File: src/rtl/fc_pkg.sv
// Shared widths and constants for the frequency counter front end.
// Also holds the saturating glitch-count increment helper.
package fc_pkg;

  localparam int SYNC_STAGES_D = 2;
  localparam int FILTER_W_D    = 4;
  localparam int PRESCALE_W_D  = 16;
  localparam int TIMEOUT_W_D   = 24;
  localparam int GLITCH_CNT_W  = 16;

  localparam logic [GLITCH_CNT_W-1:0] GLITCH_SAT = '1;

  function automatic logic [GLITCH_CNT_W-1:0] sat_inc(
    input logic [GLITCH_CNT_W-1:0] v
  );
    return (v == GLITCH_SAT) ? v : v + GLITCH_CNT_W'(1);
  endfunction

endpackage

File: src/rtl/input_conditioner_if.sv
// Configuration, raw input and status bundle of the input conditioner.
// master drives config and the raw signal; slave is the conditioner.
interface input_conditioner_if
  import fc_pkg::*;
#(
  parameter int FILTER_W   = FILTER_W_D,
  parameter int PRESCALE_W = PRESCALE_W_D,
  parameter int TIMEOUT_W  = TIMEOUT_W_D
);

  logic                    enable_i;
  logic                    signal_i;
  logic [FILTER_W-1:0]     filter_len_i;
  logic [PRESCALE_W-1:0]   prescale_i;
  logic [TIMEOUT_W-1:0]    timeout_i;
  logic                    signal_o;
  logic                    rise_stb_o;
  logic                    prescaled_o;
  logic                    signal_lost_o;
  logic [GLITCH_CNT_W-1:0] glitch_cnt_o;

  modport master (
    output enable_i, signal_i,
    output filter_len_i, prescale_i, timeout_i,
    input  signal_o, rise_stb_o, prescaled_o,
    input  signal_lost_o, glitch_cnt_o
  );

  modport slave (
    input  enable_i, signal_i,
    input  filter_len_i, prescale_i, timeout_i,
    output signal_o, rise_stb_o, prescaled_o,
    output signal_lost_o, glitch_cnt_o
  );

endinterface

File: src/rtl/input_conditioner_sync_filter.sv
// Synchroniser chain plus run-length glitch filter and glitch counter.
// st_nxt_o exposes the next stable level so edges can be registered.
module sync_filter
  import fc_pkg::*;
#(
  parameter int SYNC_STAGES = SYNC_STAGES_D,
  parameter int FILTER_W    = FILTER_W_D
) (
  input  logic                    clk_i,
  input  logic                    rst_n,
  input  logic                    en_i,
  input  logic                    sig_i,
  input  logic [FILTER_W-1:0]     len_i,
  output logic                    st_o,
  output logic                    st_nxt_o,
  output logic [GLITCH_CNT_W-1:0] glitch_cnt_o
);

  logic [SYNC_STAGES-1:0]  sync_q;
  logic                    s;
  logic                    st_q, st_n;
  logic [FILTER_W-1:0]     rc_q, rc_n;
  logic [FILTER_W-1:0]     len_eff;
  logic [FILTER_W:0]       rc_inc;
  logic                    glitch;
  logic [GLITCH_CNT_W-1:0] glitch_q;

  assign s       = sync_q[SYNC_STAGES-1];
  assign len_eff = (len_i == '0) ? FILTER_W'(1) : len_i;
  assign rc_inc  = {1'b0, rc_q} + (FILTER_W+1)'(1);

  always_ff @(posedge clk_i or negedge rst_n) begin
    if (!rst_n) begin
      sync_q <= '0;
    end else begin
      sync_q <= {sync_q[SYNC_STAGES-2:0], sig_i};
    end
  end

  always_comb begin
    st_n   = st_q;
    rc_n   = rc_q;
    glitch = 1'b0;
    if (!en_i) begin
      st_n = 1'b0;
      rc_n = '0;
    end else if (s != st_q) begin
      // >= so a shortened length mid-run still terminates the run
      if (rc_inc >= {1'b0, len_eff}) begin
        st_n = s;
        rc_n = '0;
      end else begin
        rc_n = rc_inc[FILTER_W-1:0];
      end
    end else if (rc_q != '0) begin
      rc_n   = '0;
      glitch = 1'b1;
    end
  end

  always_ff @(posedge clk_i or negedge rst_n) begin
    if (!rst_n) begin
      st_q     <= 1'b0;
      rc_q     <= '0;
      glitch_q <= '0;
    end else begin
      st_q <= st_n;
      rc_q <= rc_n;
      if (glitch) begin
        glitch_q <= sat_inc(glitch_q);
      end
    end
  end

  assign st_o         = st_q;
  assign st_nxt_o     = st_n;
  assign glitch_cnt_o = glitch_q;

endmodule

File: src/rtl/input_conditioner.sv
// Signal front end: sync/filter, edge detect, prescaler and loss watchdog.
// Every output comes straight from a flop.
module input_conditioner
  import fc_pkg::*;
#(
  parameter int SYNC_STAGES = SYNC_STAGES_D,
  parameter int FILTER_W    = FILTER_W_D,
  parameter int PRESCALE_W  = PRESCALE_W_D,
  parameter int TIMEOUT_W   = TIMEOUT_W_D
) (
  input logic                clk_i,
  input logic                ext_rst_i,
  input_conditioner_if.slave bus
);

  logic                    en;
  logic                    st, st_nxt;
  logic [GLITCH_CNT_W-1:0] glitch_cnt;
  logic                    edge_w;
  logic                    rise_n, rise_q;
  logic [PRESCALE_W-1:0]   pmax;
  logic                    pc_hit;
  logic [PRESCALE_W-1:0]   pc_q, pc_n;
  logic                    pre_q, pre_n;
  logic [TIMEOUT_W-1:0]    wc_q, wc_n;
  logic                    lost_q, lost_n;

  assign en = bus.enable_i;

  sync_filter #(
    .SYNC_STAGES (SYNC_STAGES),
    .FILTER_W    (FILTER_W)
  ) u_sync_filter (
    .clk_i        (clk_i),
    .rst_n        (ext_rst_i),
    .en_i         (en),
    .sig_i        (bus.signal_i),
    .len_i        (bus.filter_len_i),
    .st_o         (st),
    .st_nxt_o     (st_nxt),
    .glitch_cnt_o (glitch_cnt)
  );

  assign edge_w = st_nxt ^ st;
  assign rise_n = st_nxt & ~st;

  assign pmax   = (bus.prescale_i == '0)
                ? PRESCALE_W'(1) : bus.prescale_i;
  assign pc_hit = ({1'b0, pc_q} + (PRESCALE_W+1)'(1))
                >= {1'b0, pmax};

  always_comb begin
    pc_n  = pc_q;
    pre_n = pre_q;
    if (!en) begin
      pc_n  = '0;
      pre_n = 1'b0;
    end else if (rise_q) begin
      if (pc_hit) begin
        pc_n  = '0;
        pre_n = ~pre_q;
      end else begin
        pc_n = pc_q + PRESCALE_W'(1);
      end
    end
  end

  // An edge wins over expiry in the same cycle
  always_comb begin
    wc_n   = wc_q;
    lost_n = lost_q;
    if (!en || bus.timeout_i == '0) begin
      wc_n   = '0;
      lost_n = 1'b0;
    end else if (edge_w) begin
      wc_n   = '0;
      lost_n = 1'b0;
    end else begin
      if (wc_q != '1) begin
        wc_n = wc_q + TIMEOUT_W'(1);
      end
      if (wc_q == bus.timeout_i - TIMEOUT_W'(1)) begin
        lost_n = 1'b1;
      end
    end
  end

  always_ff @(posedge clk_i or negedge ext_rst_i) begin
    if (!ext_rst_i) begin
      rise_q <= 1'b0;
      pc_q   <= '0;
      pre_q  <= 1'b0;
      wc_q   <= '0;
      lost_q <= 1'b0;
    end else begin
      rise_q <= rise_n;
      pc_q   <= pc_n;
      pre_q  <= pre_n;
      wc_q   <= wc_n;
      lost_q <= lost_n;
    end
  end

  assign bus.signal_o      = st;
  assign bus.rise_stb_o    = rise_q;
  assign bus.prescaled_o   = pre_q;
  assign bus.signal_lost_o = lost_q;
  assign bus.glitch_cnt_o  = glitch_cnt;

endmodule

File: src/flat_wrapper.sv
// flat-port wrapper written by rule: the top's interface ports become plain ports
module input_conditioner_flat import fc_pkg::*;
#(
  parameter int SYNC_STAGES = SYNC_STAGES_D,
  parameter int FILTER_W    = FILTER_W_D,
  parameter int PRESCALE_W  = PRESCALE_W_D,
  parameter int TIMEOUT_W   = TIMEOUT_W_D
)
  (clk_i, ext_rst_i, bus_enable_i, bus_signal_i, bus_filter_len_i, bus_prescale_i, bus_timeout_i, bus_signal_o, bus_rise_stb_o, bus_prescaled_o, bus_signal_lost_o, bus_glitch_cnt_o);
  input_conditioner_if #(.FILTER_W(FILTER_W), .PRESCALE_W(PRESCALE_W), .TIMEOUT_W(TIMEOUT_W)) bus_i ();
  input logic clk_i;
  input logic ext_rst_i;
  input wire logic [$bits(bus_i.enable_i)-1:0] bus_enable_i;
  input wire logic [$bits(bus_i.signal_i)-1:0] bus_signal_i;
  input wire logic [$bits(bus_i.filter_len_i)-1:0] bus_filter_len_i;
  input wire logic [$bits(bus_i.prescale_i)-1:0] bus_prescale_i;
  input wire logic [$bits(bus_i.timeout_i)-1:0] bus_timeout_i;
  output wire logic [$bits(bus_i.signal_o)-1:0] bus_signal_o;
  output wire logic [$bits(bus_i.rise_stb_o)-1:0] bus_rise_stb_o;
  output wire logic [$bits(bus_i.prescaled_o)-1:0] bus_prescaled_o;
  output wire logic [$bits(bus_i.signal_lost_o)-1:0] bus_signal_lost_o;
  output wire logic [$bits(bus_i.glitch_cnt_o)-1:0] bus_glitch_cnt_o;
  assign bus_i.enable_i = bus_enable_i;
  assign bus_i.signal_i = bus_signal_i;
  assign bus_i.filter_len_i = bus_filter_len_i;
  assign bus_i.prescale_i = bus_prescale_i;
  assign bus_i.timeout_i = bus_timeout_i;
  assign bus_signal_o = bus_i.signal_o;
  assign bus_rise_stb_o = bus_i.rise_stb_o;
  assign bus_prescaled_o = bus_i.prescaled_o;
  assign bus_signal_lost_o = bus_i.signal_lost_o;
  assign bus_glitch_cnt_o = bus_i.glitch_cnt_o;
  input_conditioner #(.SYNC_STAGES(SYNC_STAGES), .FILTER_W(FILTER_W), .PRESCALE_W(PRESCALE_W), .TIMEOUT_W(TIMEOUT_W)) u_core (.clk_i(clk_i), .ext_rst_i(ext_rst_i), .bus(bus_i));
endmodule
File: config.mk
export PLATFORM = sky130hd
export DESIGN_NAME = input_conditioner_flat
export DESIGN_NICKNAME = d
export VERILOG_FILES = /design/src/rtl/fc_pkg.sv /design/src/rtl/input_conditioner_if.sv /design/src/rtl/input_conditioner_sync_filter.sv /design/src/rtl/input_conditioner.sv /design/src/flat_wrapper.sv
export SDC_FILE = /design/constraint.sdc
export NUM_CORES = 1
export LEC_CHECK = 0
export CAP_MARGIN = 40
export CORE_UTILIZATION = 54
export DETAILED_ROUTE_END_ITERATION = 12
export PLACE_DENSITY = 0.79
export REMOVE_ABC_BUFFERS = 1
export SLEW_MARGIN = 30
export SYNTH_ARGS = -nofsm -noshare
export SYNTH_HDL_FRONTEND = slang
export SYNTH_SLANG_ARGS = --single-unit
File: constraint.sdc
create_clock -name clk_i -period 3.8 [get_ports clk_i]
set_clock_uncertainty 0.05 [all_clocks]
set_input_delay 0.76 -clock clk_i [delete_from_list [all_inputs] [get_ports clk_i]]
set_output_delay 0.76 -clock clk_i [all_outputs]
set_load 0.005 [all_outputs]
==> impl_results.html, run 1 <==
<table>
<tr><th>Metric</th><th>Value</th></tr>
<tr><th colspan="2">Run status</th></tr>
<tr><td>Result of the run</td><td>finished clean</td></tr>
<tr><th colspan="2">Clock network</th></tr>
<tr><td>CTS hold repair buffers</td><td>0</td></tr>
<tr><td>Clock buffers created by TritonCTS</td><td>9</td></tr>
<tr><td>CTS tree</td><td>built</td></tr>
<tr><td>Clock transition time at the flip-flop clock pins of the worst setup and hold paths</td><td>0.07 ns</td></tr>
<tr><td>H-tree levels</td><td>3</td></tr>
<tr><td>TritonCTS sink count</td><td>66</td></tr>
<tr><td>Clock network latency to the later pin of the worst-skew pair</td><td>0.34 ns</td></tr>
<tr><td>Clock root buffer</td><td>sky130_fd_sc_hd__clkbuf_8</td></tr>
<tr><td>Max Root-Sink Buffers</td><td>2</td></tr>
<tr><th colspan="2">Timing</th></tr>
<tr><td>Final hold violations</td><td>0</td></tr>
<tr><td>Final setup slack of the worst path</td><td>0.216 ns</td></tr>
<tr><td>Worst max-slew margin expressed relative to the limit</td><td>0.538</td></tr>
<tr><td>Highest attainable clock frequency</td><td>279 MHz</td></tr>
<tr><td>Ratio of final minimum period to clock period</td><td>0.943</td></tr>
<tr><td>Endpoints failing setup</td><td>0</td></tr>
<tr><td>Period minus WS final</td><td>3.58 ns</td></tr>
<tr><td>Unrepaired setup endpoints after global routing</td><td>false</td></tr>
<tr><td>Measured slew at the worst slew-check pin</td><td>0.691 ns</td></tr>
<tr><td>Final Max Tran Viols</td><td>0</td></tr>
<tr><td>Worst slack on hold paths</td><td>0.291 ns</td></tr>
<tr><th colspan="2">Floorplanning</th></tr>
<tr><td>Total Die Area</td><td>0.00892 sq mm</td></tr>
<tr><td>Overall die width</td><td>94.5 microns</td></tr>
<tr><td>I/O Pins</td><td>68</td></tr>
<tr><td>Starting Density</td><td>0.559</td></tr>
<tr><td>Number of core rows</td><td>33</td></tr>
<tr><td>Die Y</td><td>94.5 microns</td></tr>
<tr><td>Core Area</td><td>0.00826 sq mm</td></tr>
<tr><th colspan="2">Routing</th></tr>
<tr><td>DRC violation total after the first TritonRoute iteration</td><td>171</td></tr>
<tr><td>Vias per inst</td><td>5.72</td></tr>
<tr><td>Post-DRT Antenna Nets</td><td>0</td></tr>
<tr><td>Routed WL</td><td>11,300 microns</td></tr>
<tr><td>Routed wire per std cell</td><td>15.6 microns</td></tr>
<tr><td>Residual DRC</td><td>0</td></tr>
<tr><td>Detailed-route via count</td><td>4,127</td></tr>
<tr><td>DR pass1 iterations</td><td>4</td></tr>
<tr><th colspan="2">Synth</th></tr>
<tr><td>Asr flop ratio synth</td><td>1.00</td></tr>
<tr><td>Cell types with the largest area share after synthesis</td><td>sky130_fd_sc_hd__dfrtp_1, sky130_fd_sc_hd__xor2_1, sky130_fd_sc_hd__xnor2_1</td></tr>
<tr><td>Syn Std Cell Area</td><td>0.00462 sq mm</td></tr>
<tr><td>FF+latch count, synth</td><td>66</td></tr>
<tr><td>Avg Synthesized Cell Area</td><td>8.93 sq um</td></tr>
<tr><td>Primary FF master, synth</td><td>sky130_fd_sc_hd__dfrtp_1</td></tr>
<tr><td>Biggest area consumer among synthesized cells</td><td>sky130_fd_sc_hd__dfrtp_1</td></tr>
<tr><td>Share of the yosys chip area belonging to registers</td><td>0.358</td></tr>
<tr><td>Number of flops mapped to enable cells by yosys</td><td>0</td></tr>
<tr><td>Cell count after synthesis</td><td>517</td></tr>
<tr><td>Synthesis Warnings</td><td>0</td></tr>
<tr><td>Distinct cell type count after synthesis</td><td>52</td></tr>
<tr><td>Top cell type's share of synthesized area</td><td>0.358</td></tr>
<tr><th colspan="2">Worst hold path</th></tr>
<tr><td>Min-Delay Path Class</td><td>input port to asynchronous set/reset pin</td></tr>
<tr><th colspan="2">Power</th></tr>
<tr><td>Power per cell area</td><td>294 mW/mm^2</td></tr>
<tr><td>Maximum resistive drop on vdd</td><td>0.000147 V</td></tr>
<tr><td>LEAKAGE</td><td>2.70 nW</td></tr>
<tr><th colspan="2">Global routing</th></tr>
<tr><td>Overflow left after global routing</td><td>0</td></tr>
<tr><td>Number of antenna violations at the first check in global routing</td><td>0</td></tr>
<tr><td>Maximum number of pins on one net before global-route repair</td><td>26</td></tr>
<tr><td>Vias in the first global route</td><td>4,074</td></tr>
<tr><td>Total routing resource utilization after global routing</td><td>0.264</td></tr>
<tr><td>Wire length of the first global-routing pass</td><td>18,500 microns</td></tr>
<tr><th colspan="2">Final layout</th></tr>
<tr><td>Fraction of layout instances using a drive strength above 1</td><td>0.117</td></tr>
<tr><td>Most common cell after layout, fill and taps aside</td><td>sky130_fd_sc_hd__dfrtp_1</td></tr>
<tr><td>Commonest cells after routing, fill and taps aside</td><td>sky130_fd_sc_hd__dfrtp_1, sky130_fd_sc_hd__clkdlybuf4s50_1, sky130_fd_sc_hd__nand2_1, sky130_fd_sc_hd__nor2_1, sky130_fd_sc_hd__xor2_1</td></tr>
<tr><td>Syn-to-layout area delta</td><td>27.3%</td></tr>
<tr><td>Final net count</td><td>687</td></tr>
<tr><td>Final design area excluding fillers</td><td>0.00588 sq mm</td></tr>
<tr><td>Post-layout utilization of the core</td><td>0.712</td></tr>
<tr><td>ANT cells</td><td>0</td></tr>
<tr><th colspan="2">Job</th></tr>
<tr><td>Max Cap Viol</td><td>0</td></tr>
<tr><th colspan="2">Worst setup path</th></tr>
<tr><td>Most repeated library cell on the critical path</td><td>sky130_fd_sc_hd__nor2b_1</td></tr>
<tr><td>Cell type group with the largest total delay on the critical path</td><td>compound AO/OA/AOI/OAI gates</td></tr>
<tr><td>Startpoint of the worst-slack reg-to-reg timing path</td><td>u_core.pc_q[0]$_DFFE_PN0P_</td></tr>
<tr><td>Total number of cells along the worst setup path</td><td>16</td></tr>
<tr><td>Biggest cell delay along the critical path</td><td>0.41 ns</td></tr>
<tr><td>CP cell instances</td><td>clkdlybuf4s50_1, a31o_4, ha_4, nand2b_4, a21o_1, a21oi_2, nor2b_1, a311oi_2, buf_4, mux2i_1, nor2b_1, ha_1, nand3_2, a2111oi_4, o2111a_1, a32o_1</td></tr>
<tr><td>R2R cell count</td><td>14</td></tr>
<tr><td>Setup Crit Path Kind</td><td>input port to flop</td></tr>
<tr><td>Start point of the critical path</td><td>bus_filter_len_i[0]</td></tr>
<tr><td>Critical path required time</td><td>4.03 ns</td></tr>
<tr><td>Slack of the worst reg-to-reg path</td><td>0.33 ns</td></tr>
<tr><td>CP startpoint kind</td><td>input port</td></tr>
<tr><td>Data arrival time of the critical path</td><td>3.81 ns</td></tr>
<tr><td>Worst path slowest cell</td><td>sky130_fd_sc_hd__clkdlybuf4s50_1</td></tr>
<tr><td>CP Capture Point</td><td>u_core.bus.signal_lost_o$_DFFE_PN0P_</td></tr>
<tr><td>Sum of buffers and inverters on the critical path</td><td>2</td></tr>
<tr><td>R2R Path End</td><td>u_core.pc_q[0]$_DFFE_PN0P_</td></tr>
<tr><td>Kind of capture point of the worst setup path</td><td>flop</td></tr>
<tr><td>Largest driver fanout on the critical path</td><td>2</td></tr>
<tr><th colspan="2">Placed design</th></tr>
<tr><td>Worst setup slack after placement</td><td>-0.389 ns</td></tr>
<tr><td>IO Port Bufs</td><td>67</td></tr>
<tr><td>Instance area after placement</td><td>0.00555 sq mm</td></tr>
<tr><td>Gp weighted congestion</td><td>0.833</td></tr>
<tr><td>DPL Wire Length</td><td>8510 microns</td></tr>
</table>
## cells by family after synthesis
logic type / Yosys count / share of synthesized area
mux: 8 / 0.0187
xor+xnor: 83 / 0.157
compound gates: 62 / 0.0916
buf+inv: 45 / 0.0369
simple gates: 225 / 0.262
flops: 66 / 0.358
fa+ha+maj: 28 / 0.0759
## worst reg2reg max path: stages, from the launching register on
cell and delay (ns):
sky130_fd_sc_hd__dfrtp_2 0.42, sky130_fd_sc_hd__ha_2 0.25, sky130_fd_sc_hd__nand3_1 0.13, sky130_fd_sc_hd__nor2_1 0.17
sky130_fd_sc_hd__nand3_1 0.14, sky130_fd_sc_hd__xnor2_2 0.17, sky130_fd_sc_hd__ha_1 0.32, sky130_fd_sc_hd__a21o_1 0.18
sky130_fd_sc_hd__a21o_1 0.18, sky130_fd_sc_hd__a21oi_2 0.16, sky130_fd_sc_hd__o211ai_1 0.15, sky130_fd_sc_hd__a221oi_2 0.36
sky130_fd_sc_hd__buf_4 0.24, sky130_fd_sc_hd__nand3_1 0.19, sky130_fd_sc_hd__o21ai_0 0.24
## cell usage after synthesis (11+ instances only)
master and n:
sky130_fd_sc_hd__and3_1 11, sky130_fd_sc_hd__dfrtp_1 66, sky130_fd_sc_hd__ha_1 28, sky130_fd_sc_hd__inv_1 36
sky130_fd_sc_hd__nand2_1 48, sky130_fd_sc_hd__nand3_1 37, sky130_fd_sc_hd__nand4_1 13, sky130_fd_sc_hd__nor2_1 48
sky130_fd_sc_hd__nor3_1 11, sky130_fd_sc_hd__o21ai_0 15, sky130_fd_sc_hd__xnor2_1 41, sky130_fd_sc_hd__xor2_1 42
## registers in the layout, summed over array words and instances (netlist names)
register and count:
u_core.bus.prescaled_o 1, u_core.bus.rise_stb_o 1, u_core.bus.signal_lost_o 1, u_core.pc_q 16
u_core.u_sync_filter.glitch_cnt_o 16, u_core.u_sync_filter.rc_q 4, u_core.u_sync_filter.st_o 1, u_core.u_sync_filter.sync_q 2
u_core.wc_q 24
## what timing repair did
action                     4_1_cts  5_1_grt
pin swaps                        0        8
cloned                           0        1
setup endpoints to repair        1       42
resized for setup                2       22
setup buffers                    0        3
## where the power goes
group / switching [mW] / internal [mW] / total (mW)
clock: 0.267 / 0.319 / 0.586
combinational: 0.167 / 0.192 / 0.360
sequential: 0.0475 / 0.737 / 0.784
## layer usage
metal / track usage / vias up / part of all wire
met5: 0 / - / 0
met4: 0.0859 / 0 / 0.014
met3: 0.0491 / 15 / 0.045
met2: 0.461 / 106 / 0.50
met1: 0.330 / 2007 / 0.44
li1: - / 1999 / -
## worst min-delay path by stage
stage	to	slack [ns]
floorplan	u_core.u_sync_filter.sync_q[1]$_DFF_PN0_	0.28
global placement	u_core.u_sync_filter.sync_q[1]$_DFF_PN0_	0.28
detailed placement	u_core.u_sync_filter.sync_q[1]$_DFF_PN0_	0.29
CTS	u_core.u_sync_filter.rc_q[0]$_DFFE_PN0P_	0.30
global route	u_core.u_sync_filter.rc_q[1]$_DFFE_PN0P_	0.31
finish	u_core.u_sync_filter.rc_q[1]$_DFFE_PN0P_	0.29
## layout make-up
type                            count  area [sq um]
Multi-Input combinational cell    406          2880
Fill cell                         618          2380
Sequential cell                    66          1650
Timing Repair Buffer               92           880
Clock buffer                       11           141
Inverter                           36           135
Tap cell                          105           131
Clock inverter                      5          53.8
## through the flow
stage	cells	power, mW	setup TNS [ns]
after floorplan	508	0.939	-1.20
after global placement	699	1.11	-0.308
after detailed placement	700	1.13	-3.16
after CTS	716	1.72	0
after global routing	721	1.82	0
final	721	1.73	0
Power figures use the tool's default switching activity.
==> inputs of run 2 (changes only) <==
Clock period 3.8 ns to 3.93 ns, I/O delays scaled along.
==> run 2 against run 1 <==
  * Count of clock-buffer cells in the layout is 1 higher
  * Highest routed layer unchanged
  * Critical endpoint unchanged
  * Sequential cell count unchanged
  * Critical path type unchanged
  * Sequential share of layout area grew 0.42 points
==> impl_results.html, run 2 (synthesis gave the netlist of run 1 again) <==
<table>
<tr><th>Metric</th><th>Value</th></tr>
<tr><th colspan="2">Floorplanning</th></tr>
<tr><td>Overall die width</td><td>94.5 microns (unchanged)</td></tr>
<tr><td>Starting Density</td><td>0.559 (unchanged)</td></tr>
<tr><td>Number of core rows</td><td>33 (unchanged)</td></tr>
<tr><td>Total Die Area</td><td>0.00892 sq mm (unchanged)</td></tr>
<tr><td>Die Y</td><td>94.5 microns (unchanged)</td></tr>
<tr><td>Core Area</td><td>0.00826 sq mm (unchanged)</td></tr>
<tr><td>I/O Pins</td><td>68 (unchanged)</td></tr>
<tr><th colspan="2">Power</th></tr>
<tr><td>LEAKAGE</td><td>2.64 nW (-1.9%)</td></tr>
<tr><td>Maximum resistive drop on vdd</td><td>0.000147 V (-0.35%)</td></tr>
<tr><td>Combinational Power Share</td><td>0.189 (-0.019)</td></tr>
<tr><td>Switching part of the total power</td><td>0.265 (-0.0137)</td></tr>
<tr><td>Sequential share of power</td><td>0.436 (-0.017)</td></tr>
<tr><td>Power per cell area</td><td>300 mW/mm^2 (+1.9%)</td></tr>
<tr><td>Clock power frac</td><td>0.375 (+0.036)</td></tr>
<tr><td>Switching Power</td><td>0.460 mW (-4.5%)</td></tr>
<tr><td>Total power of the final layout</td><td>1.74 mW (+0.45%)</td></tr>
<tr><td>Cell-internal power</td><td>1.28 mW (+2.4%)</td></tr>
<tr><th colspan="2">Routing</th></tr>
<tr><td>Post-DRT Antenna Nets</td><td>0 (unchanged)</td></tr>
<tr><td>Routed WL</td><td>11,100 microns (-1.5%)</td></tr>
<tr><td>Residual DRC</td><td>0 (unchanged)</td></tr>
<tr><td>Routed wire per std cell</td><td>15.6 microns (-0.28%)</td></tr>
<tr><td>DR pass1 iterations</td><td>4 (unchanged)</td></tr>
<tr><td>DRC violation total after the first TritonRoute iteration</td><td>128 (-25%)</td></tr>
<tr><td>Detailed-route via count</td><td>4,110 (-0.41%)</td></tr>
<tr><td>Vias per inst</td><td>5.77 (+0.85%)</td></tr>
<tr><th colspan="2">Global routing</th></tr>
<tr><td>Overflow left after global routing</td><td>0 (unchanged)</td></tr>
<tr><td>Maximum number of pins on one net before global-route repair</td><td>51 (+96%)</td></tr>
<tr><td>Wire length of the first global-routing pass</td><td>18,300 microns (-1.2%)</td></tr>
<tr><td>Vias in the first global route</td><td>3,933 (-3.5%)</td></tr>
<tr><td>Number of antenna violations at the first check in global routing</td><td>0 (unchanged)</td></tr>
<tr><td>Total routing resource utilization after global routing</td><td>0.266 (+0.00133)</td></tr>
<tr><th colspan="2">Worst setup path</th></tr>
<tr><td>Setup Crit Path Kind</td><td>input port to flop</td></tr>
<tr><td>Start point of the critical path</td><td>bus_filter_len_i[0]</td></tr>
<tr><td>Data arrival time of the critical path</td><td>3.96 ns (+0.15 ns)</td></tr>
<tr><td>Largest driver fanout on the critical path</td><td>2 (unchanged)</td></tr>
<tr><td>Startpoint of the worst-slack reg-to-reg timing path</td><td>u_core.pc_q[0]$_DFFE_PN0P_</td></tr>
<tr><td>Critical path required time</td><td>4.16 ns (+0.13 ns)</td></tr>
<tr><td>Kind of capture point of the worst setup path</td><td>flop</td></tr>
<tr><td>CP startpoint kind</td><td>input port</td></tr>
<tr><th colspan="2">Final layout</th></tr>
<tr><td>Register with the highest flop count</td><td>u_core.wc_q</td></tr>
<tr><td>Area occupied by multi-input gates</td><td>0.00285 sq mm (-1.3%)</td></tr>
<tr><td>Final design area excluding fillers</td><td>0.00579 sq mm (-1.5%)</td></tr>
<tr><td>Seq. cell area</td><td>0.00165 sq mm (unchanged)</td></tr>
<tr><td>Most common cell after layout, fill and taps aside</td><td>sky130_fd_sc_hd__dfrtp_1</td></tr>
<tr><td>Fraction of layout instances using a drive strength above 1</td><td>0.0956 (-0.0213)</td></tr>
<tr><td>Commonest cells after routing, fill and taps aside</td><td>sky130_fd_sc_hd__dfrtp_1, sky130_fd_sc_hd__clkdlybuf4s50_1, sky130_fd_sc_hd__nand2_1</td></tr>
<tr><td>ANT cells</td><td>0 (unchanged)</td></tr>
<tr><td>Flip-flop count of the largest register after layout</td><td>24 (unchanged)</td></tr>
<tr><td>Syn-to-layout area delta</td><td>25.4%</td></tr>
<tr><td>Filler Cells Inserted</td><td>655 (+6.0%)</td></tr>
<tr><td>Final net count</td><td>678 (-1.3%)</td></tr>
<tr><th colspan="2">Placed design</th></tr>
<tr><td>Worst setup slack after placement</td><td>-0.297 ns (+0.0928 ns)</td></tr>
<tr><td>Instance area after placement</td><td>0.00548 sq mm (-1.2%)</td></tr>
<tr><td>Gp weighted congestion</td><td>0.857 (+2.8%)</td></tr>
<tr><td>DPL Wire Length</td><td>8250 microns (-3.1%)</td></tr>
<tr><td>IO Port Bufs</td><td>67 (unchanged)</td></tr>
<tr><th colspan="2">Clock network</th></tr>
<tr><td>Clock transition time at the flip-flop clock pins of the worst setup and hold paths</td><td>0.07 ns (about the same)</td></tr>
<tr><td>CTS tree</td><td>built</td></tr>
<tr><td>H-tree levels</td><td>3 (unchanged)</td></tr>
<tr><td>Clock buffers created by TritonCTS</td><td>9 (unchanged)</td></tr>
<tr><td>Clock network latency to the later pin of the worst-skew pair</td><td>0.34 ns (about the same)</td></tr>
<tr><td>TritonCTS sink count</td><td>66 (unchanged)</td></tr>
<tr><td>Clock root buffer</td><td>sky130_fd_sc_hd__clkbuf_8</td></tr>
<tr><td>Max Root-Sink Buffers</td><td>2 (unchanged)</td></tr>
<tr><th colspan="2">Timing</th></tr>
<tr><td>Worst max-slew margin expressed relative to the limit</td><td>0.524 (-0.0138)</td></tr>
<tr><td>Endpoints failing setup</td><td>0 (unchanged)</td></tr>
<tr><td>Highest attainable clock frequency</td><td>268 MHz</td></tr>
<tr><td>Period minus WS final</td><td>3.72 ns</td></tr>
<tr><td>Ratio of final minimum period to clock period</td><td>0.948</td></tr>
<tr><td>Final setup slack of the worst path</td><td>0.205 ns (-0.0106 ns)</td></tr>
<tr><td>Unrepaired setup endpoints after global routing</td><td>false</td></tr>
<tr><td>Measured slew at the worst slew-check pin</td><td>0.711 ns (+0.0206 ns)</td></tr>
<tr><td>Final hold violations</td><td>0 (unchanged)</td></tr>
<tr><td>Final Max Tran Viols</td><td>0 (unchanged)</td></tr>
<tr><td>Summed negative setup slack over all endpoints</td><td>0 ns (unchanged)</td></tr>
<tr><th colspan="2">Worst hold path</th></tr>
<tr><td>Min-Delay Path Class</td><td>flop to flop</td></tr>
<tr><td>Startpoint of the most critical hold path</td><td>u_core.u_sync_filter.sync_q[0]$_DFF_PN0_</td></tr>
<tr><th colspan="2">Run status</th></tr>
<tr><td>Result of the run</td><td>finished clean</td></tr>
<tr><th colspan="2">Job</th></tr>
<tr><td>Max Cap Viol</td><td>0 (unchanged)</td></tr>
</table>
-- run 2: cell types whose count changed in the layout (fill, tap and decap cells not counted), sizes merged --
cell | before | now
clkdlybuf4s15 | 0 | 1
clkinv | 4 | 2
buf | 25 | 16
bufinv | 1 | 2
-- run 2: metal layers --
layer	track usage	vias up	share of wire
met5	0	-	0
met4	0.0972	0	0.023
met3	0.0499	23	0.040
met2	0.453	106	0.49
met1	0.335	1998	0.44
li1	-	1983	-
-- run 2: what timing repair did --
action,CTS,global route
setup buffers,0,1
hold buffers,0,0
resized for setup,0,18
setup endpoints to repair,0,18
hold endpoints to repair,0,0
-- run 2: final timing paths --
check,slack [ns],endpoint,cells after the start
setup / recovery,0.21,u_core.bus.signal_lost_o$_DFFE_PN0P_,16
hold / removal,0.30,u_core.u_sync_filter.sync_q[1]$_DFF_PN0_,0
setup reg to reg,0.28,u_core.pc_q[2]$_DFFE_PN0P_,14
hold reg to reg,0.30,u_core.u_sync_filter.sync_q[1]$_DFF_PN0_,0
max in group asynchronous,2.82,u_core.wc_q[21]$_DFFE_PN0P_,2
min in group asynchronous,0.41,u_core.u_sync_filter.rc_q[0]$_DFFE_PN0P_,1
-- run 2: power groups by stage --
stage / clock (mW) / combinational [mW] / sequential (mW)
3_3_place_gp: 0 / 0.304 / 0.768
5_1_grt: 0.692 / 0.367 / 0.762
3_5_place_dp: 0 / 0.317 / 0.769
6_report: 0.651 / 0.328 / 0.757
4_1_cts: 0.661 / 0.320 / 0.756
2_1_floorplan: 0 / 0.148 / 0.761
-- run 2: worst max-delay path, stage by stage --
cell and delay [ns]:
sky130_fd_sc_hd__clkdlybuf4s50_1 0.42, sky130_fd_sc_hd__a31o_2 0.23, sky130_fd_sc_hd__ha_1 0.26, sky130_fd_sc_hd__nand2b_1 0.14, sky130_fd_sc_hd__a21o_1 0.17, sky130_fd_sc_hd__a21oi_2 0.12, sky130_fd_sc_hd__nor2b_1 0.06, sky130_fd_sc_hd__a311oi_1 0.27
sky130_fd_sc_hd__buf_4 0.17, sky130_fd_sc_hd__mux2i_1 0.19, sky130_fd_sc_hd__nor2b_1 0.08, sky130_fd_sc_hd__ha_1 0.30, sky130_fd_sc_hd__nand3_2 0.10, sky130_fd_sc_hd__a2111oi_4 0.29, sky130_fd_sc_hd__o2111a_1 0.22, sky130_fd_sc_hd__a32o_1 0.15
-- run 2: final cells by class --
cell class              instances  share of cell area
inverters                      36              0.0233
well taps                     105              0.0227
repair buffers                 83               0.137
flip-flops and latches         66               0.285
clock inverters                 4              0.0127
multi-input cells             406               0.492
clock buffers                  12              0.0268
-- run 2: stage by stage --
stage | util | cells | hold slack (ns)
CTS | 0.692 | 710 | 0.295
global route | 0.701 | 712 | 0.308
floorplan | - | 508 | 0.281
finish | 0.701 | 712 | 0.298
global placement | 0.663 | 693 | 0.282
detailed placement | 0.664 | 694 | 0.286
==> inputs of run 3 (changes only) <==
Settings changed: CTS_CLUSTER_SIZE set to 10, MAX_ROUTING_LAYER set to met4.
Clock period 3.93 ns to 4.85 ns, I/O delays scaled along.
==> run 3 against run 2 <==
  * Sequential cell count did not move
  * Cell area fell by 2.0%
  * Register-to-register slack better by 0.73 ns
  * Core utilization down 1.4 points
  * Critical path depth unchanged
  * Clock power is 12% lower
  * Worst hold slack improved by 0.0067 ns
  * Sequential power shrank 19%
  * Critical endpoint unchanged
  * Global-route usage shrank 0.25 points
  * Routed wire length fell by 5.0%
==> impl_results.html, run 3 (synthesis gave the netlist of run 1 again) <==
<table>
<tr><th>Metric</th><th>Value</th></tr>
<tr><th colspan="2">Final layout</th></tr>
<tr><td>Final design area excluding fillers</td><td>0.00568 sq mm (-2.0%)</td></tr>
<tr><td>ANT cells</td><td>0 (unchanged)</td></tr>
<tr><td>Final net count</td><td>669 (-1.3%)</td></tr>
<tr><td>Fraction of layout instances using a drive strength above 1</td><td>0.0637 (-0.0319)</td></tr>
<tr><td>Register with the highest flop count</td><td>u_core.wc_q</td></tr>
<tr><td>Final instance count without filler cells</td><td>702 (-1.4%)</td></tr>
<tr><td>Commonest cells after routing, fill and taps aside</td><td>sky130_fd_sc_hd__clkdlybuf4s50_1, sky130_fd_sc_hd__dfrtp_1, sky130_fd_sc_hd__nand2_1, sky130_fd_sc_hd__nor2_1, sky130_fd_sc_hd__xor2_1</td></tr>
<tr><td>Flip-flop count of the largest register after layout</td><td>24 (unchanged)</td></tr>
<tr><td>Syn-to-layout area delta</td><td>22.9%</td></tr>
<tr><td>Post-layout utilization of the core</td><td>0.687 (-0.0139)</td></tr>
<tr><th colspan="2">Power</th></tr>
<tr><td>Cell-internal power</td><td>1.08 mW (-16%)</td></tr>
<tr><td>Maximum resistive drop on vdd</td><td>0.000168 V (+14%)</td></tr>
<tr><td>Power per cell area</td><td>253 mW/mm^2 (-16%)</td></tr>
<tr><td>Switching part of the total power</td><td>0.252 (-0.0130)</td></tr>
<tr><td>Total power of the final layout</td><td>1.44 mW (-17%)</td></tr>
<tr><td>LEAKAGE</td><td>2.57 nW (-2.7%)</td></tr>
<tr><td>Switching Power</td><td>0.362 mW (-21%)</td></tr>
<tr><td>Clock power frac</td><td>0.401 (+0.026)</td></tr>
<tr><td>Combinational Power Share</td><td>0.174 (-0.015)</td></tr>
<tr><td>Sequential share of power</td><td>0.426 (-0.010)</td></tr>
<tr><th colspan="2">Clock network</th></tr>
<tr><td>Clock buffers created by TritonCTS</td><td>9 (unchanged)</td></tr>
<tr><td>Clock transition time at the flip-flop clock pins of the worst setup and hold paths</td><td>0.07 ns (about the same)</td></tr>
<tr><td>Clock network latency to the later pin of the worst-skew pair</td><td>0.35 ns (about the same)</td></tr>
<tr><td>H-tree levels</td><td>3 (unchanged)</td></tr>
<tr><td>CTS tree</td><td>built</td></tr>
<tr><td>Max Root-Sink Buffers</td><td>2 (unchanged)</td></tr>
<tr><td>Setup fix buffers added after clock tree synthesis</td><td>0 (unchanged)</td></tr>
<tr><td>CTS-repair resized insts</td><td>0 (unchanged)</td></tr>
<tr><td>TritonCTS sink count</td><td>66 (unchanged)</td></tr>
<tr><td>CTS hold repair buffers</td><td>0 (unchanged)</td></tr>
<tr><td>Clock root buffer</td><td>sky130_fd_sc_hd__clkbuf_8</td></tr>
<tr><th colspan="2">Floorplanning</th></tr>
<tr><td>Overall die width</td><td>94.5 microns (unchanged)</td></tr>
<tr><td>I/O Pins</td><td>68 (unchanged)</td></tr>
<tr><td>Starting Density</td><td>0.559 (unchanged)</td></tr>
<tr><td>Total Die Area</td><td>0.00892 sq mm (unchanged)</td></tr>
<tr><td>Number of core rows</td><td>33 (unchanged)</td></tr>
<tr><td>Core Area</td><td>0.00826 sq mm (unchanged)</td></tr>
<tr><td>Die Y</td><td>94.5 microns (unchanged)</td></tr>
<tr><th colspan="2">Global routing</th></tr>
<tr><td>Wire length of the first global-routing pass</td><td>17,800 microns (-2.9%)</td></tr>
<tr><td>Number of antenna violations at the first check in global routing</td><td>0 (unchanged)</td></tr>
<tr><td>Vias in the first global route</td><td>3,887 (-1.2%)</td></tr>
<tr><td>Maximum number of pins on one net before global-route repair</td><td>36 (-29%)</td></tr>
<tr><td>Total routing resource utilization after global routing</td><td>0.263 (-0.00247)</td></tr>
<tr><td>Overflow left after global routing</td><td>0 (unchanged)</td></tr>
<tr><th colspan="2">Worst setup path</th></tr>
<tr><td>Startpoint of the worst-slack reg-to-reg timing path</td><td>u_core.pc_q[0]$_DFFE_PN0P_</td></tr>
<tr><td>Critical path required time</td><td>5.08 ns (+0.92 ns)</td></tr>
<tr><td>Sum of buffers and inverters on the critical path</td><td>2 (unchanged)</td></tr>
<tr><td>R2R Path End</td><td>u_core.pc_q[5]$_DFFE_PN0P_</td></tr>
<tr><td>Data arrival time of the critical path</td><td>4.31 ns (+0.35 ns)</td></tr>
<tr><td>CP cell instances</td><td>clkdlybuf4s50_1, inv_1, a31o_2, ha_1, nand2b_1, a21o_1, a21oi_1, nor2b_1, a311oi_1, mux2i_1, nor2b_1, ha_1, nand3_1, a2111oi_0, o2111a_1, a32o_1</td></tr>
<tr><td>Cell type group with the largest total delay on the critical path</td><td>compound AO/OA/AOI/OAI gates</td></tr>
<tr><td>Kind of capture point of the worst setup path</td><td>flop</td></tr>
<tr><td>Slack of the worst reg-to-reg path</td><td>1.01 ns (+0.73 ns)</td></tr>
<tr><td>Setup Crit Path Kind</td><td>input port to flop</td></tr>
<tr><td>Worst path slowest cell</td><td>sky130_fd_sc_hd__clkdlybuf4s50_1</td></tr>
<tr><td>CP startpoint kind</td><td>input port</td></tr>
<tr><td>R2R cell count</td><td>14 (unchanged)</td></tr>
<tr><td>Largest driver fanout on the critical path</td><td>2 (unchanged)</td></tr>
<tr><td>Biggest cell delay along the critical path</td><td>0.45 ns (+0.03 ns)</td></tr>
<tr><th colspan="2">Routing</th></tr>
<tr><td>Routed wire per std cell</td><td>15.0 microns (-3.7%)</td></tr>
<tr><td>Residual DRC</td><td>0 (unchanged)</td></tr>
<tr><td>DR pass1 iterations</td><td>4 (unchanged)</td></tr>
<tr><td>Post-DRT Antenna Nets</td><td>0 (unchanged)</td></tr>
<tr><td>Vias per inst</td><td>5.75 (-0.48%)</td></tr>
<tr><td>DRC violation total after the first TritonRoute iteration</td><td>164 (+28%)</td></tr>
<tr><td>Routed WL</td><td>10,500 microns (-5.0%)</td></tr>
<tr><td>Detailed-route via count</td><td>4,033 (-1.9%)</td></tr>
<tr><th colspan="2">Placed design</th></tr>
<tr><td>DPL Wire Length</td><td>8040 microns (-2.6%)</td></tr>
<tr><td>Gp weighted congestion</td><td>0.893 (+4.2%)</td></tr>
<tr><td>IO Port Bufs</td><td>67 (unchanged)</td></tr>
<tr><td>Worst setup slack after placement</td><td>0.401 ns (+0.698 ns)</td></tr>
<tr><td>Instance area after placement</td><td>0.00542 sq mm (-1.2%)</td></tr>
<tr><td>Cell total after placement</td><td>685 (-1.3%)</td></tr>
<tr><th colspan="2">Timing</th></tr>
<tr><td>Summed negative setup slack over all endpoints</td><td>0 ns (unchanged)</td></tr>
<tr><td>Measured slew at the worst slew-check pin</td><td>0.708 ns (-0.00348 ns)</td></tr>
<tr><td>Final Max Tran Viols</td><td>0 (unchanged)</td></tr>
<tr><td>Ratio of final minimum period to clock period</td><td>0.841</td></tr>
<tr><td>Worst max-slew margin expressed relative to the limit</td><td>0.528 (+0.00365)</td></tr>
<tr><td>Unrepaired setup endpoints after global routing</td><td>false</td></tr>
<tr><td>Final hold violations</td><td>0 (unchanged)</td></tr>
<tr><td>Period minus WS final</td><td>4.08 ns</td></tr>
<tr><td>Final setup slack of the worst path</td><td>0.771 ns (+0.565 ns)</td></tr>
<tr><td>Worst slack on hold paths</td><td>0.305 ns (+0.00665 ns)</td></tr>
<tr><td>Highest attainable clock frequency</td><td>245 MHz</td></tr>
<tr><td>Endpoints failing setup</td><td>0 (unchanged)</td></tr>
<tr><th colspan="2">Job</th></tr>
<tr><td>Max Cap Viol</td><td>0 (unchanged)</td></tr>
<tr><th colspan="2">Worst hold path</th></tr>
<tr><td>Startpoint of the most critical hold path</td><td>u_core.u_sync_filter.sync_q[0]$_DFF_PN0_</td></tr>
<tr><td>Min-Delay Path Class</td><td>flop to flop</td></tr>
<tr><td>Worst hold path cell count</td><td>0 (unchanged)</td></tr>
<tr><td>Worst Hold Endpoint</td><td>u_core.u_sync_filter.sync_q[1]$_DFF_PN0_</td></tr>
<tr><th colspan="2">Run status</th></tr>
<tr><td>Result of the run</td><td>finished clean</td></tr>
</table>
run 3: power by group through the flow:
| stage | Clock [mW] | Sequential [mW] | Combinational (mW) |
|---|---|---|---|
| 5_1_grt | 0.608 | 0.616 | 0.283 |
| 3_3_place_gp | 0 | 0.622 | 0.242 |
| 6_report | 0.576 | 0.612 | 0.250 |
| 2_1_floorplan | 0 | 0.617 | 0.120 |
| 3_5_place_dp | 0 | 0.621 | 0.252 |
| 4_1_cts | 0.585 | 0.611 | 0.253 |
run 3: worst max path at each step:
| stage | slack (ns) | start | end | depth (start not counted) |
|---|---|---|---|---|
| 3_3_place_gp | 0.55 | bus_filter_len_i[2] | u_core.bus.signal_lost_o$_DFFE_PN0P_ | 16 |
| 2_1_floorplan | 0.69 | bus_filter_len_i[2] | u_core.bus.signal_lost_o$_DFFE_PN0P_ | 15 |
| 3_5_place_dp | 0.40 | bus_filter_len_i[3] | u_core.bus.signal_lost_o$_DFFE_PN0P_ | 16 |
| 4_1_cts | 0.76 | bus_filter_len_i[3] | u_core.bus.signal_lost_o$_DFFE_PN0P_ | 16 |
| 6_report | 0.77 | bus_filter_len_i[3] | u_core.bus.signal_lost_o$_DFFE_PN0P_ | 16 |
| 5_1_grt | 0.36 | bus_filter_len_i[2] | u_core.bus.signal_lost_o$_DFFE_PN0P_ | 16 |
run 3: routing by layer:
metal,vias up,wire length [microns],global-route usage
met3,16,502,0.0459
met1,1961,4650,0.332
met4,0,122,0.0833
met2,92,5250,0.431
met5,-,0,-
li1,1964,-,-
run 3: cell type report:
type	instances	area, sq um
multi-input cells	406	2800
fillers	683	2580
flip-flops and latches	66	1650
repair buffers	74	712
clock buffers	11	151
inverters	36	135
well taps	105	131
clock inverters	4	98.8
run 3: worst register-to-register path: cells and delay by family, from the launching register on:
kind / cells / cell delay, ns
adders and majority gates: 2 / 0.59
xor gates and xnor gates: 1 / 0.23
buffers and inverters: 1 / 0.29
and+or+nand+nor: 4 / 0.82
AOI/OAI and AO/OA: 6 / 1.33
DFF: 1 / 0.45
